### src/rtl/serv_mem_arbiter_pkg.sv
// -----------------------------------------------------------------------------
// serv_mem_arbiter_pkg
//   Shared types and helpers for the three-way Wishbone memory arbiter.
//   - owner_e  : registered owner of the memory port (NONE/IBUS/DBUS/EXT)
//   - state_e  : grant FSM states (IDLE/BUSY)
//   - wb_req_t : one requester's Wishbone-classic request bundle
//   - pick_owner() : arbitration decision taken in IDLE
// -----------------------------------------------------------------------------
package serv_mem_arbiter_pkg;

  typedef enum logic [1:0] {
    OWN_NONE = 2'd0,
    OWN_IBUS = 2'd1,
    OWN_DBUS = 2'd2,
    OWN_EXT  = 2'd3
  } owner_e;

  typedef enum logic {
    ST_IDLE = 1'b0,
    ST_BUSY = 1'b1
  } state_e;

  typedef struct packed {
    logic [31:0] adr;
    logic [31:0] dat;
    logic [3:0]  sel;
    logic        we;
    logic        cyc;
  } wb_req_t;

  localparam wb_req_t WB_REQ_IDLE = '0;

  // Data bus beats instruction bus inside the core; core vs host is
  // round-robin: last_core=1 means the core won last time, so the host wins.
  function automatic owner_e pick_owner(input logic ibus_cyc,
                                        input logic dbus_cyc,
                                        input logic ext_cyc,
                                        input logic last_core);
    owner_e core_own;
    logic   core_cyc;
    core_cyc = ibus_cyc | dbus_cyc;
    core_own = dbus_cyc ? OWN_DBUS : OWN_IBUS;
    if (core_cyc && ext_cyc) pick_owner = last_core ? OWN_EXT : core_own;
    else if (core_cyc)       pick_owner = core_own;
    else if (ext_cyc)        pick_owner = OWN_EXT;
    else                     pick_owner = OWN_NONE;
  endfunction

endpackage

### src/rtl/serv_arb_timer.sv
// -----------------------------------------------------------------------------
// serv_arb_timer
//   Access watchdog for serv_mem_arbiter (only instantiated when
//   SERV_ARB_TIMEOUT_EN is defined).
//   Ports:
//     i_clk, i_rst : clock, synchronous active-high reset
//     i_clear      : grant strobe, restarts the count
//     i_busy       : arbiter is in BUSY
//     i_ack        : memory ack this cycle (no increment)
//     o_expire     : counter has reached TIMEOUT while BUSY
// -----------------------------------------------------------------------------
module serv_arb_timer #(
  parameter int TIMEOUT = 255,
  parameter int TO_W    = 8
) (
  input  logic i_clk,
  input  logic i_rst,
  input  logic i_clear,
  input  logic i_busy,
  input  logic i_ack,
  output logic o_expire
);

  logic [TO_W-1:0] cnt_q, cnt_d;

  assign o_expire = i_busy && (cnt_q == TO_W'(TIMEOUT));

  always_comb begin
    cnt_d = cnt_q;
    if (i_clear)                           cnt_d = '0;
    else if (i_busy && !i_ack && !o_expire) cnt_d = cnt_q + TO_W'(1);
  end

  always_ff @(posedge i_clk) begin
    if (i_rst) cnt_q <= '0;
    else       cnt_q <= cnt_d;
  end

endmodule

### src/rtl/serv_mem_arbiter.sv
// -----------------------------------------------------------------------------
// serv_mem_arbiter
//   Shares one Wishbone-classic memory port between the SERV instruction bus
//   (read-only), the SERV data bus and an external host/DMA port. A registered
//   grant FSM holds the owner until its ack (or abort); core vs host is
//   round-robin. Optional watchdog enabled by the macro SERV_ARB_TIMEOUT_EN.
//   Ports:
//     i_clk, i_rst                        clock, synchronous active-high reset
//     i_ibus_*, o_ibus_rdt/ack            instruction fetch port
//     i_dbus_*, o_dbus_rdt/ack            core data port
//     i_ext_*,  o_ext_rdt/ack             host/DMA port
//     o_wb_mem_*, i_wb_mem_rdt/ack        shared memory port
//     o_timeout                           pulse on forced termination
//   Parameters: TIMEOUT (1..2^TO_W-1), TO_W.
// -----------------------------------------------------------------------------
module serv_mem_arbiter #(
  parameter int TIMEOUT = 255,
  parameter int TO_W    = 8
) (
  input  logic        i_clk,
  input  logic        i_rst,
  input  logic [31:0] i_ibus_adr,
  input  logic        i_ibus_cyc,
  output logic [31:0] o_ibus_rdt,
  output logic        o_ibus_ack,
  input  logic [31:0] i_dbus_adr,
  input  logic [31:0] i_dbus_dat,
  input  logic [3:0]  i_dbus_sel,
  input  logic        i_dbus_we,
  input  logic        i_dbus_cyc,
  output logic [31:0] o_dbus_rdt,
  output logic        o_dbus_ack,
  input  logic [31:0] i_ext_adr,
  input  logic [31:0] i_ext_dat,
  input  logic [3:0]  i_ext_sel,
  input  logic        i_ext_we,
  input  logic        i_ext_cyc,
  output logic [31:0] o_ext_rdt,
  output logic        o_ext_ack,
  output logic [31:0] o_wb_mem_adr,
  output logic [31:0] o_wb_mem_dat,
  output logic [3:0]  o_wb_mem_sel,
  output logic        o_wb_mem_we,
  output logic        o_wb_mem_cyc,
  input  logic [31:0] i_wb_mem_rdt,
  input  logic        i_wb_mem_ack,
  output logic        o_timeout
);

  import serv_mem_arbiter_pkg::*;

  if (TIMEOUT < 1 || TIMEOUT > (2 ** TO_W) - 1) begin : g_bad_timeout
    $error("serv_mem_arbiter: TIMEOUT must be in 1..2^TO_W-1");
  end

  state_e  state_q, state_d;
  owner_e  owner_q, owner_d;
  logic    last_core_q, last_core_d;
  owner_e  winner;
  wb_req_t ibus_req, dbus_req, ext_req, own_req;
  logic    busy, own_cyc, done_ack, expire, timeout_hit, ack_pulse;
  logic [31:0] rdt;

  // The instruction bus is a read-only full-word fetch.
  assign ibus_req = '{adr: i_ibus_adr, dat: 32'h0, sel: 4'hF, we: 1'b0, cyc: i_ibus_cyc};
  assign dbus_req = '{adr: i_dbus_adr, dat: i_dbus_dat, sel: i_dbus_sel, we: i_dbus_we, cyc: i_dbus_cyc};
  assign ext_req  = '{adr: i_ext_adr, dat: i_ext_dat, sel: i_ext_sel, we: i_ext_we, cyc: i_ext_cyc};

  assign winner = pick_owner(i_ibus_cyc, i_dbus_cyc, i_ext_cyc, last_core_q);
  assign busy   = (state_q == ST_BUSY);

  always_comb begin : own_mux
    // NOTE: every always_comb output gets a default first so no latch is inferred.
    own_req = WB_REQ_IDLE;
    case (owner_q)
      OWN_IBUS: own_req = ibus_req;
      OWN_DBUS: own_req = dbus_req;
      OWN_EXT:  own_req = ext_req;
      default:  own_req = WB_REQ_IDLE;
    endcase
  end

  // An owner that has dropped cyc has aborted: its late ack is swallowed.
  assign own_cyc     = busy && own_req.cyc;
  assign done_ack    = own_cyc && i_wb_mem_ack;
  // A real ack in the expiry cycle wins over the timeout.
  assign timeout_hit = own_cyc && expire && !i_wb_mem_ack;
  assign ack_pulse   = done_ack || timeout_hit;

`ifdef SERV_ARB_TIMEOUT_EN
  logic grant;
  assign grant = (state_q == ST_IDLE) && (winner != OWN_NONE);

  serv_arb_timer #(
    .TIMEOUT (TIMEOUT),
    .TO_W    (TO_W)
  ) u_timer (
    .i_clk    (i_clk),
    .i_rst    (i_rst),
    .i_clear  (grant),
    .i_busy   (busy),
    .i_ack    (i_wb_mem_ack),
    .o_expire (expire)
  );
`else
  assign expire = 1'b0;
`endif

  // State register
  always_ff @(posedge i_clk) begin
    // NOTE: sequential state uses non-blocking assignments so every flop
    // samples pre-edge values regardless of statement order.
    if (i_rst) begin
      state_q     <= ST_IDLE;
      owner_q     <= OWN_NONE;
      last_core_q <= 1'b0;
    end else begin
      state_q     <= state_d;
      owner_q     <= owner_d;
      last_core_q <= last_core_d;
    end
  end

  // Next-state logic
  always_comb begin
    state_d     = state_q;
    owner_d     = owner_q;
    last_core_d = last_core_q;
    case (state_q)
      ST_IDLE: begin
        if (winner != OWN_NONE) begin
          state_d     = ST_BUSY;
          owner_d     = winner;
          last_core_d = (winner != OWN_EXT);
        end
      end
      ST_BUSY: begin
        // Leave on ack, timeout or abort; IDLE then gives one dead cycle.
        if (!own_cyc || ack_pulse) begin
          state_d = ST_IDLE;
          owner_d = OWN_NONE;
        end
      end
      default: begin
        state_d = ST_IDLE;
        owner_d = OWN_NONE;
      end
    endcase
  end

  // Output logic
  always_comb begin
    o_wb_mem_adr = 32'h0;
    o_wb_mem_dat = 32'h0;
    o_wb_mem_sel = 4'h0;
    o_wb_mem_we  = 1'b0;
    o_wb_mem_cyc = 1'b0;
    if (busy) begin
      o_wb_mem_adr = own_req.adr;
      o_wb_mem_dat = own_req.dat;
      o_wb_mem_sel = own_req.sel;
      o_wb_mem_we  = own_req.we;
      o_wb_mem_cyc = own_req.cyc;
    end
    rdt        = timeout_hit ? 32'h0 : i_wb_mem_rdt;
    o_ibus_rdt = rdt;
    o_dbus_rdt = rdt;
    o_ext_rdt  = rdt;
    o_ibus_ack = ack_pulse && (owner_q == OWN_IBUS);
    o_dbus_ack = ack_pulse && (owner_q == OWN_DBUS);
    o_ext_ack  = ack_pulse && (owner_q == OWN_EXT);
    o_timeout  = timeout_hit;
  end

endmodule

### config.mk
export PLATFORM = sky130hd
export DESIGN_NAME = serv_mem_arbiter
export DESIGN_NICKNAME = d
export VERILOG_FILES = /design/src/rtl/serv_mem_arbiter_pkg.sv /design/src/rtl/serv_arb_timer.sv /design/src/rtl/serv_mem_arbiter.sv
export SDC_FILE = /design/constraint.sdc
export NUM_CORES = 1
export LEC_CHECK = 0
export CAP_MARGIN = 30
export CORE_AREA = 4 4 145 147
export DETAILED_ROUTE_END_ITERATION = 8
export DIE_AREA = 0 0 149 151
export GPL_TIMING_DRIVEN = 0
export HOLD_SLACK_MARGIN = 0.06
export PLACE_DENSITY_LB_ADDON = 0.3
export SYNTH_ARGS = -nofsm -noshare
export SYNTH_HDL_FRONTEND = slang
export SYNTH_SLANG_ARGS = --single-unit
### constraint.sdc
create_clock -name i_clk -period 1.2 [get_ports i_clk]
set_input_delay 0.18 -clock i_clk [delete_from_list [all_inputs] [get_ports i_clk]]
set_output_delay 0.18 -clock i_clk [all_outputs]
set_load 0.005 [all_outputs]
==> impl_results.md <==
- Status: complete, but fails checks
- Failing checks: setup timing
- Max Cap Violations: 0
- # IOs: 378
- Final core utilization: 0.342
- Die Y-Extent: 151 µm
- Maximum vdd ir drop: 0.241 mV
- Relative slew slack: 0.664
- Final non-filler cell total: 1030
- Global route overflow: 0
- Design area: 0.00681 mm²
- Vias in the first global route: 3859
- Clk_lat worst skew: 220 ps
- Post-synthesis cell type count: 25
- Port Buffer Count: 344
- DR iter-0 viols: 61
- Num CTS Buffers: 3
- Final hold vios: 0
- Period minus WS final: 1800 ps
- Crit Path Category: register to primary output
- RSZ-0062 raised after global routing: true
- Starting density of the core: 0.120
- GRT Total Usage: 0.124
- Number of clock sinks: 4
- Max Slew Vio Count: 0
- Worst EP required: 1020 ps
- Cell area after synthesis: 0.00239 mm²
- Syn nets: 576
- Pin count of the biggest net entering global routing: 11
- Area post-placement: 0.00618 mm²
- Seq/Total Area, Yosys: 0.0336
- Routed WL per cell: 15.5 µm
- Post-synth top area cell: buf_4
- Period utilization: 1.50
- H-tree depth: 1
- Max Fclk: 556 MHz
- Drt drc: 0
- DRT Pass-1 Iters: 4
- Clk slew on worst S/H paths: 30 ps
- Top post-synthesis cells by area: buf_4, mux2i_1, nor2_1
- Hold WC Path Type: input port to register
- Share of the synthesized area in the top cell type: 0.318
- Warnings from Yosys: 0
- Initial antenna violation count: 0
- Placed Cells: 982
- First-pass GRT wire length: 21900 µm
- ANT nets after route: 0
- Core Region: 0.0199 mm²
- CP Data Arrival Time: 1620 ps
- RD Place Congestion: 0.724
- CP Max Fanout: 6
- Area of the die: 0.0225 mm²
- CTS Root Cell: clkbuf_16
- Pwr per Cell Area: 478 mW/mm²
- Vias per std cell: 3.70
- Layout cells sized above 1: 0.357
- Worst-margin pin slew: 504 ps
- Final TNS setup: -33100 ps
- CP Capture Type: primary output
- Syn Inst Count: 368
- FF+latch count, synth: 4
- Syn Area/Cell: 6.48 µm²
- Worst Setup Slack, final: -599 ps
- Nets@finish: 970
- HPWL after DPL: 13000 µm
- # diodes: 0
- TritonCTS clock tree: built
- Final-report setup violation count: 76
- Synth-to-Final Area Change: 185%
- Die span in x: 149 µm
- Final wirelength: 16000 µm
- Clk buf depth: 2
- Total number of vias: 3806
- Clock skew: 0.618 ps
- P_leak: 2.97 nW
- Crit start category: register
- Cell row count: 52
placed cells by master, fill, tap and decap left out, types with 2 or more instances in the layout:
| master | count |
|---|---|
| nand2_1 | 3 |
| dfxtp_4 | 2 |
| mux2i_4 | 5 |
| clkbuf_4 | 3 |
| a21oi_1 | 36 |
| clkbuf_2 | 20 |
| buf_12 | 12 |
| a21o_1 | 2 |
| nand2_4 | 3 |
| nor3_2 | 2 |
| o21ai_0 | 5 |
| buf_6 | 30 |
| inv_1 | 4 |
| nor2_1 | 100 |
| nor2_4 | 2 |
| clkbuf_16 | 5 |
| dfxtp_1 | 2 |
| mux2i_1 | 55 |
| mux2i_2 | 6 |
| clkbuf_8 | 2 |
| buf_2 | 54 |
| dlygate4sd2_1 | 2 |
| clkdlybuf4s50_1 | 270 |
| buf_4 | 108 |
| buf_8 | 5 |
| a21oi_2 | 3 |
synthesized netlist by cell type:
library cell  number
a21oi_1           39
a311oi_1           1
o22ai_2            1
dfxtp_1            4
nand3_1            1
nand2_1            7
buf_4            101
o221ai_1           1
buf_2              6
mux2i_1           66
a21o_1             2
a31oi_1            2
nor3_2             1
clkbuf_1          10
inv_2              1
nor3_1             3
nand2b_1           1
inv_1              4
buf_6              4
o31ai_1            1
o21ai_0            6
nor2_1           103
nor2b_1            1
conb_1             1
and2_1             1
power by group:
part	switching (W)	internal (W)
Clock	0.0000883	0.000425
Combinational	0.000859	0.00172
Sequential	0.0000211	0.000147
final timing paths:
check | slack [ps] | end | depth (start not counted) | startpoint
max reg2reg | -350 | owner_q[1] | 8 | owner_q[0]
min reg2reg | 510 | last_core_q | 1 | last_core_q
max | -600 | o_wb_mem_adr[21] | 9 | owner_q[0]
min | 470 | last_core_q | 2 | i_ext_cyc
critical path: stages (launching register included):
cell and delay, ps:
dfxtp_4 380, buf_12 150, buf_12 110, buf_12 100
buf_6 100, mux2i_1 170, nor2_1 80, a21oi_1 120
nor2_1 50, buf_2 130
flip-flops by register name (all words and copies together), names as in the netlist:
name	count
last_core_q	1
busy	1
owner_q	2
area by class of cell:
| cell class | count | area, µm² |
|---|---|---|
| Timing Repair Buffer | 391 | 3700 |
| Tap cell | 270 | 338 |
| Fill cell | 2203 | 13100 |
| Multi-Input combinational cell | 238 | 1610 |
| Sequential cell | 4 | 87.6 |
| Buffer | 119 | 986 |
| Inverter | 5 | 18.8 |
| Clock buffer | 3 | 75.1 |
layer usage:
layer,global-route usage,up-vias,wire (µm)
li1,-,1900,-
met1,0.145,1672,5910
met2,0.234,229,8340
met3,0.0350,5,1710
met4,0.0133,0,46
met5,0,-,0
through the flow:
stage / power (W) / hold slack [ps] / setup slack (ps)
global route: 0.00348 / 482 / -705
global placement: 0.00231 / 487 / -1190
CTS: 0.00325 / 443 / -659
floorplan: 0.00102 / 242 / -6.41
finish: 0.00326 / 466 / -599
detailed placement: 0.00232 / 496 / -1210
what timing repair did:
item	CTS	global route
endpoints found under the setup margin	77	76
hold buffers	0	0
hold endpoints to repair	0	0
pin swaps	15	35
cloned	4	2
gates resized for setup	327	75
setup buffers	32	13
cell families (layout without fill, tap and decap cells):
| logic type | Yosys count | in the layout | synth area share |
|---|---|---|---|
| buf+inv | 126 | 518 | 0.373 |
| other cells | 1 | 1 | 0.00157 |
| mux | 66 | 66 | 0.277 |
| flops | 4 | 4 | 0.0336 |
| compound gates | 53 | 53 | 0.122 |
| simple gates | 118 | 118 | 0.194 |
(Power assumes the default switching activity.)
